<file path="config.mk">
export PLATFORM = sky130hd
export DESIGN_NAME = axi_lite_rd_arbiter
export DESIGN_NICKNAME = d
export VERILOG_FILES = /design/src/rtl/arb_pkg.sv /design/src/rtl/arb_pick.sv /design/src/rtl/axi_lite_rd_arbiter.sv
export SDC_FILE = /design/constraint.sdc
export NUM_CORES = 1
export LEC_CHECK = 0
export BUFFER_PORTS_ARGS = -buffer_cell sky130_fd_sc_hd__buf_4
export CAP_MARGIN = 5
export CORE_AREA = 2 2 84 86
export CTS_BUF_LIST = sky130_fd_sc_hd__clkbuf_16
export CTS_CLUSTER_DIAMETER = 150
export CTS_CLUSTER_SIZE = 12
export DETAILED_ROUTE_END_ITERATION = 12
export DIE_AREA = 0 0 86 88
export GPL_TIMING_DRIVEN = 1
export PLACE_DENSITY = 0.68
export SYNTH_ARGS = -nofsm -noshare
export SYNTH_HDL_FRONTEND = slang
export SYNTH_SLANG_ARGS = --single-unit
</file>
<file path="constraint.sdc">
create_clock -name clk -period 2.14 [get_ports clk]
set_clock_uncertainty 0.05 [all_clocks]
set_input_delay 0.214 -clock clk [delete_from_list [all_inputs] [get_ports clk]]
set_output_delay 0.214 -clock clk [all_outputs]
set_load 0.005 [all_outputs]
</file>
<file path="src/rtl/arb_pkg.sv">
// Shared types for the two-master AXI-lite read arbiter.
// Bus widths mirror the core's AXI address/data bus defines.
package arb_pkg;

  localparam int ARB_ADDR_W = 32;
  localparam int ARB_DATA_W = 32;

  typedef enum logic [1:0] {
    IDLE = 2'b00,
    ADDR = 2'b01,
    DATA = 2'b10
  } arb_state_e;

  typedef enum logic [1:0] {
    NONE = 2'b00,
    M0   = 2'b01,
    M1   = 2'b10
  } arb_owner_e;

endpackage

</file>
<file path="src/rtl/arb_pick.sv">
// Combinational winner select for the read arbiter.
// ARB_ROUND_ROBIN_EN: on a tie, grant the master that did not win last time.
// Otherwise m1 always beats m0 and the last grant is ignored.
module arb_pick
  import arb_pkg::*;
(
  input  logic       i_req0,
  input  logic       i_req1,
  input  arb_owner_e i_last_grant,
  output arb_owner_e o_grant
);

`ifndef ARB_ROUND_ROBIN_EN
  logic w_unused_last;
  assign w_unused_last = ^i_last_grant;
`endif

  // Pick a winner; a lone requester always wins.
  always_comb begin
    o_grant = NONE;
    if (i_req0 && i_req1) begin
`ifdef ARB_ROUND_ROBIN_EN
      o_grant = (i_last_grant == M1) ? M0 : M1;
`else
      o_grant = M1;
`endif
    end else if (i_req1) begin
      o_grant = M1;
    end else if (i_req0) begin
      o_grant = M0;
    end
  end

endmodule

</file>
<file path="src/rtl/axi_lite_rd_arbiter.sv">
// Two-master, one-slave AXI-lite read-channel arbiter (IFU = m0, LSU = m1).
// One read in flight at a time: IDLE arbitrates, ADDR forwards the owner's
// AR, DATA forwards the slave's R back to the owner.
// Optional macro ARB_ROUND_ROBIN_EN switches tie-breaking to round robin.
//
// Handshakes: a beat transfers on a rising clk edge where valid and ready are
// both high; valid never waits on ready, and the arbiter only passes ready/valid
// through for the current owner, holding every other master's ready/valid low.
module axi_lite_rd_arbiter
  import arb_pkg::*;
#(
  parameter int ADDR_W = ARB_ADDR_W,
  parameter int DATA_W = ARB_DATA_W
) (
  input  logic              clk,
  input  logic              rst,
  input  logic [ADDR_W-1:0] m0_araddr,
  input  logic              m0_arvalid,
  output logic              m0_arready,
  output logic [DATA_W-1:0] m0_rdata,
  output logic [1:0]        m0_rresp,
  output logic              m0_rvalid,
  input  logic              m0_rready,
  input  logic [ADDR_W-1:0] m1_araddr,
  input  logic              m1_arvalid,
  output logic              m1_arready,
  output logic [DATA_W-1:0] m1_rdata,
  output logic [1:0]        m1_rresp,
  output logic              m1_rvalid,
  input  logic              m1_rready,
  output logic [ADDR_W-1:0] s_araddr,
  output logic              s_arvalid,
  input  logic              s_arready,
  input  logic [DATA_W-1:0] s_rdata,
  input  logic [1:0]        s_rresp,
  input  logic              s_rvalid,
  output logic              s_rready,
  output logic [1:0]        arb_owner,
  output logic [1:0]        dbg_state
);

  arb_state_e r_state, w_state_nxt;
  arb_owner_e r_owner, w_owner_nxt;
  arb_owner_e r_last_grant, w_last_nxt;
  arb_owner_e w_pick;
  logic       w_own0, w_own1;
  logic       w_ar_hs, w_r_hs;

  arb_pick u_pick (
    .i_req0      (m0_arvalid),
    .i_req1      (m1_arvalid),
    .i_last_grant(r_last_grant),
    .o_grant     (w_pick)
  );

  assign w_own0    = (r_owner == M0);
  assign w_own1    = (r_owner == M1);
  assign w_ar_hs   = s_arvalid && s_arready;
  assign w_r_hs    = s_rvalid && s_rready;
  assign arb_owner = r_owner;
  assign dbg_state = r_state;

  // State, owner and last grant registers; reset abandons any transaction.
  always_ff @(posedge clk or posedge rst) begin
    if (rst) begin
      r_state      <= IDLE;
      r_owner      <= NONE;
      r_last_grant <= M1;
    end else begin
      r_state      <= w_state_nxt;
      r_owner      <= w_owner_nxt;
      r_last_grant <= w_last_nxt;
    end
  end

  // Next state: grant once in IDLE, then hold it until the R beat completes.
  always_comb begin
    w_state_nxt = r_state;
    w_owner_nxt = r_owner;
    w_last_nxt  = r_last_grant;
    case (r_state)
      IDLE: begin
        if (w_pick != NONE) begin
          w_owner_nxt = w_pick;
          w_state_nxt = ADDR;
        end
      end
      ADDR: begin
        if (w_ar_hs) w_state_nxt = DATA;
      end
      DATA: begin
        if (w_r_hs) begin
          w_state_nxt = IDLE;
          w_last_nxt  = r_owner;
          w_owner_nxt = NONE;
        end
      end
      default: begin
        w_state_nxt = IDLE;
        w_owner_nxt = NONE;
      end
    endcase
  end

  // Output steering: only the owner sees the slave; everything else reads 0.
  always_comb begin
    s_araddr   = '0;
    s_arvalid  = 1'b0;
    s_rready   = 1'b0;
    m0_arready = 1'b0;
    m1_arready = 1'b0;
    m0_rvalid  = 1'b0;
    m1_rvalid  = 1'b0;
    m0_rdata   = '0;
    m1_rdata   = '0;
    m0_rresp   = 2'b00;
    m1_rresp   = 2'b00;
    if (r_state == ADDR) begin
      if (w_own0) begin
        s_araddr   = m0_araddr;
        s_arvalid  = m0_arvalid;
        m0_arready = s_arready;
      end else if (w_own1) begin
        s_araddr   = m1_araddr;
        s_arvalid  = m1_arvalid;
        m1_arready = s_arready;
      end
    end else if (r_state == DATA) begin
      if (w_own0) begin
        m0_rvalid = s_rvalid;
        m0_rdata  = s_rdata;
        m0_rresp  = s_rresp;
        s_rready  = m0_rready;
      end else if (w_own1) begin
        m1_rvalid = s_rvalid;
        m1_rdata  = s_rdata;
        m1_rresp  = s_rresp;
        s_rready  = m1_rready;
      end
    end
  end

endmodule

</file>
# [After elaboration in Yosys (flattened, before gate mapping)]
# Cells that the tools add are included.
[op_classes] n_eq_ne=7 muxes=45 n_bitwise=1 reduce_logical=7
[op_table] op="32-bit 2-to-1 mux" count=10
[op_table] op="2-bit 2-to-1 mux" count=13
[op_table] op="1-bit 2-to-1 mux" count=20
[op_table] op="2-bit case mux with 3 select lines" count=2
[op_table] op="2-bit != test, second input constant" count=3
[op_table] op="3-bit AND reduction" count=2
[op_table] op="2-bit by 1-bit equality test with 1-bit output, second input constant" count=2
[op_table] op="2-bit equality test, second input constant" count=2
[op_table] op="1-bit logical AND" count=3
[op_table] op="2-bit logical NOT" count=1
[op_table] op="2-bit nonzero test" count=1
[op_table] op="1-bit inverter" count=1
[totals] ff_bits=4 input_bits=106

# [Longest topological paths before layout]
[depth] depth_word=8 depth_mapped=6 mapped_depth_nobuf=3

# [By module]
# Synthesis repeated with hierarchy kept, for this count alone.
[unflattened] cells_unflattened=200 area_unflattened_um2=1497.7
[by_module_without_submodules] mod="axi_lite_rd_arbiter" instances=1 cells_per_inst=198 area_per_inst_um2=1487.7 seq_area_each_um2=151.4
[by_module_without_submodules] mod="arb_pick" instances=1 cells_per_inst=2 area_per_inst_um2=10.0 seq_area_each_um2=0.0

# [Least setup slack after synthesis]
# Ideal clock, no wire load.
[synth_path] path_kind="register to output" start="register r_owner[1] (netlist: arb_owner[1])" end="output s_araddr[26]" arrival_time_ns=1.182 setup_slack_ns=0.694 stages_incl_launch_ff=7 path_buffers=3 path_cell_list="dfrtp_1 > nor2b_1 > buf_6 > buf_12 > buf_12 > a22oi_2 > nor2_2"
[synth_between] elab_chain_cells=4 word_cells_on_any_way=5 classes_between="eq/ne (2); mux (3)"
[synth_rtl] element="start: declaration" line_no="axi_lite_rd_arbiter.sv:43" rtl="arb_owner_e r_owner, w_owner_nxt;"
[synth_rtl] element="start signal: assignment" line_no="axi_lite_rd_arbiter.sv:71" rtl="r_owner <= w_owner_nxt;"
[synth_rtl] element="2-bit equality test" line_no="axi_lite_rd_arbiter.sv:57" rtl="assign w_own1 = (r_owner == M1);"
[synth_rtl] element="32-bit 2-to-1 mux" line_no="axi_lite_rd_arbiter.sv:123" rtl="end else if (w_own1) begin"
[synth_rtl] element="32-bit 2-to-1 mux *" line_no="axi_lite_rd_arbiter.sv:119" rtl="if (w_own0) begin"
[synth_rtl] element="32-bit 2-to-1 mux *" line_no="axi_lite_rd_arbiter.sv:118" rtl="if (r_state == ADDR) begin"
[synth_rtl] element="end: declaration" line_no="axi_lite_rd_arbiter.sv:31" rtl="output logic [ADDR_W-1:0] s_araddr,"
# Mark *: on every way between the ends. The rest lies on a longest branch, timed or not.

# [Worst setup path after layout]
[layout_path] start="register r_owner[1] (netlist: arb_owner[1])" end="output s_araddr[17]"
# Same word-level chain as after synthesis.

==> qor.txt <==
Run status -> completed
Worst R2R Start -> arb_owner[1]
Die W -> 86 um
CP arrival -> 1.70 ns
H-tree depth -> 1
First-pass GRT wire length -> 9600 um
CP Data Required Time -> 1.88 ns
DR vias -> 2204
Minimum clock period -> 1.96 ns
GPL Wtd Cong -> 0.743
CTS max path bufs -> 2
Antenna violations before repair -> 0
# rows -> 30
R2R Setup Slk -> 0.60 ns
Final wirelength -> 6470 um
Detailed placement HPWL -> 5040 um
Final hold violation count -> 0
Core ar. -> 6640 um^2
Crit Path Category -> flop to output port
Crit path launch type -> flop
F_max -> 509 MHz
Starting Density -> 20.1%
Die area -> 7570 um^2
DRT antenna net count -> 0
PortBufs -> 215
CTS buffer count -> 3
FF-to-FF path depth -> 4
Drt pass-1 iters -> 4
Synth warn -> 0
Synth-to-Final Area Change -> 126%
Postcts setup bufs -> 0
Number of max-cap violations -> 0
IO Count -> 216
Period utilization -> 91.8%
Clk sinks -> 4
Largest net degree at the start of global routing -> 73
Initial drt markers -> 43
Total congestion overflow -> 0
Pwr/cell area -> 741 nW/um^2
Clock transition at path regs -> 0.03 ns
Clk_lat worst skew -> 0.23 ns
Nets -> 502
Core Util, Final -> 45.3%
Worst rel slew slack -> 76.3%
Diode count -> 0
CP startpoint -> arb_owner[1]
Seq cells post-synth -> 4
Vert. Die Dim -> 88 um
Final slew viol count -> 0
Via density -> 4.65
CTS tree -> done
Critical Path End -> s_araddr[17]
Global-route usage over all layers -> 15.1%
Library cells used by synthesis -> 27
Post-route setup TNS -> 0 ns
Gate Count Post-Synth -> 197
Hold Startpoint -> s_arready
RSZ-0062 raised after global routing -> no
Sequential fraction of the synthesis area -> 7.50%
Reg2reg end -> dbg_state[0]
Root buffer cell -> clkbuf_16
Leakage power -> 1.86 nW
DR WL/cell -> 13.6 um
Synthesized cell area -> 1340 um^2
Final setup fails -> 0
# DRC -> 0
Synth Area per Inst -> 6.78 um^2
Share of cells above drive strength 1 -> 60.7%
Vias in the first global route -> 1982
Syn Nets -> 303
CP max FO -> 32
HP Class -> primary input to flop
VDD IR max -> 0.475 mV
CP endpoint kind -> output port
Slew at the pin closest to its max-slew limit -> 0.355 ns
[cells in the mapped netlist (all sizes together)]
cell	number	area, um^2
a21oi	1	5.00
a22oi	34	299
and3	70	438
buf	17	149
clkbuf	11	52.6
dfrtp	4	100
inv	1	3.75
nand2	3	11.3
nand2b	3	18.8
nand3b	1	7.51
nor2	37	151
nor2b	5	31.3
nor3	1	5.00
o211ai	2	15.0
o21a	1	7.51
o21ai	1	5.00
o22ai	2	12.5
o31ai	1	7.51
or2b	2	15.0
[layout by cell type, fill, tap and decap left out]
master,n
nand3b_1,1
o22ai_1,2
nor2b_4,3
buf_12,1
a22oi_4,1
or2b_1,2
a22oi_1,27
dlygate4sd3_1,1
nand2_1,3
o31ai_1,1
nor2_2,5
a21oi_1,1
o211ai_1,2
and3_1,70
dfrtp_1,4
o21ai_0,1
clkbuf_16,3
nor2b_1,2
nor3_1,1
nor2_1,32
inv_1,1
o21a_1,1
nand2b_1,3
buf_4,220
a22oi_2,6
[kinds of logic after synthesis]
kind of cell	after synthesis	share of synthesized area [%]
and+or+nand+nor	122	50.8
buffers and inverters	29	15.4
DFF	4	7.50
AOI/OAI and AO/OA	42	26.3
[metal layers]
layer  vias to the layer above  global-route usage [%]  wire length [um]
li1                       1112                       -                 -
met1                       980                    19.0              2500
met2                       101                    26.9              3370
met3                        11                    2.36               492
met4                         0                    3.61               100
met5                         -                       0                 0
[sequential cells by signal, summed over array words and instances, names as in the netlist]
name	flops
arb_owner	2
dbg_state	2
[how the worst min path moves through the flow]
| stage | depth (start not counted) | slack (ns) | to |
|---|---|---|---|
| 2_1_floorplan | 1 | -0.07 | arb_owner[0] |
| 3_3_place_gp | 2 | 0.06 | arb_owner[0] |
| 3_5_place_dp | 2 | 0.06 | arb_owner[0] |
| 4_1_cts | 3 | 0.25 | dbg_state[0] |
| 5_1_grt | 3 | 0.28 | dbg_state[0] |
| 6_report | 3 | 0.25 | dbg_state[0] |
[metrics by stage]
stage | hold WS, ns | worst slack [ns] | std cells | cell area, um^2 | total power, mW
2_1_floorplan | -0.0699 | 0.694 | 197 | 1340 | 1.26
3_3_place_gp | 0.0607 | 0.507 | 470 | 2930 | 1.93
3_5_place_dp | 0.0631 | 0.431 | 470 | 2930 | 1.95
4_1_cts | 0.250 | 0.188 | 474 | 3010 | 2.25
5_1_grt | 0.285 | 0.0598 | 474 | 3010 | 2.44
6_report | 0.245 | 0.176 | 474 | 3010 | 2.23
[cell type report]
type	instances	area (um^2)
Sequential cell	4	100
Inverter	1	3.75
Tap cell	80	100
Timing Repair Buffer	222	1680
Multi-Input combinational cell	164	1050
Fill cell	686	3630
Clock buffer	3	75.1
[critical path: stages, from the launching register on]
cell and delay, ns:
dfrtp_1 0.50, nor2b_4 0.21, buf_4 0.33, a22oi_1 0.15, nor2_1 0.14, buf_4 0.13
[power breakdown]
group | leakage, nW | switching (mW) | internal (mW)
Clock | 0.0370 | 0.0560 | 0.239
Sequential | 0.0485 | 0.0742 | 0.106
Combinational | 1.78 | 0.883 | 0.873
Total | 1.86 | 1.01 | 1.22
[repair_timing]
item | CTS | global route
resized for setup | 0 | 0
hold buffers | 1 | 0
endpoints found under the hold margin | 4 | 0
No activity file was read; power rests on OpenSTA's default activity.
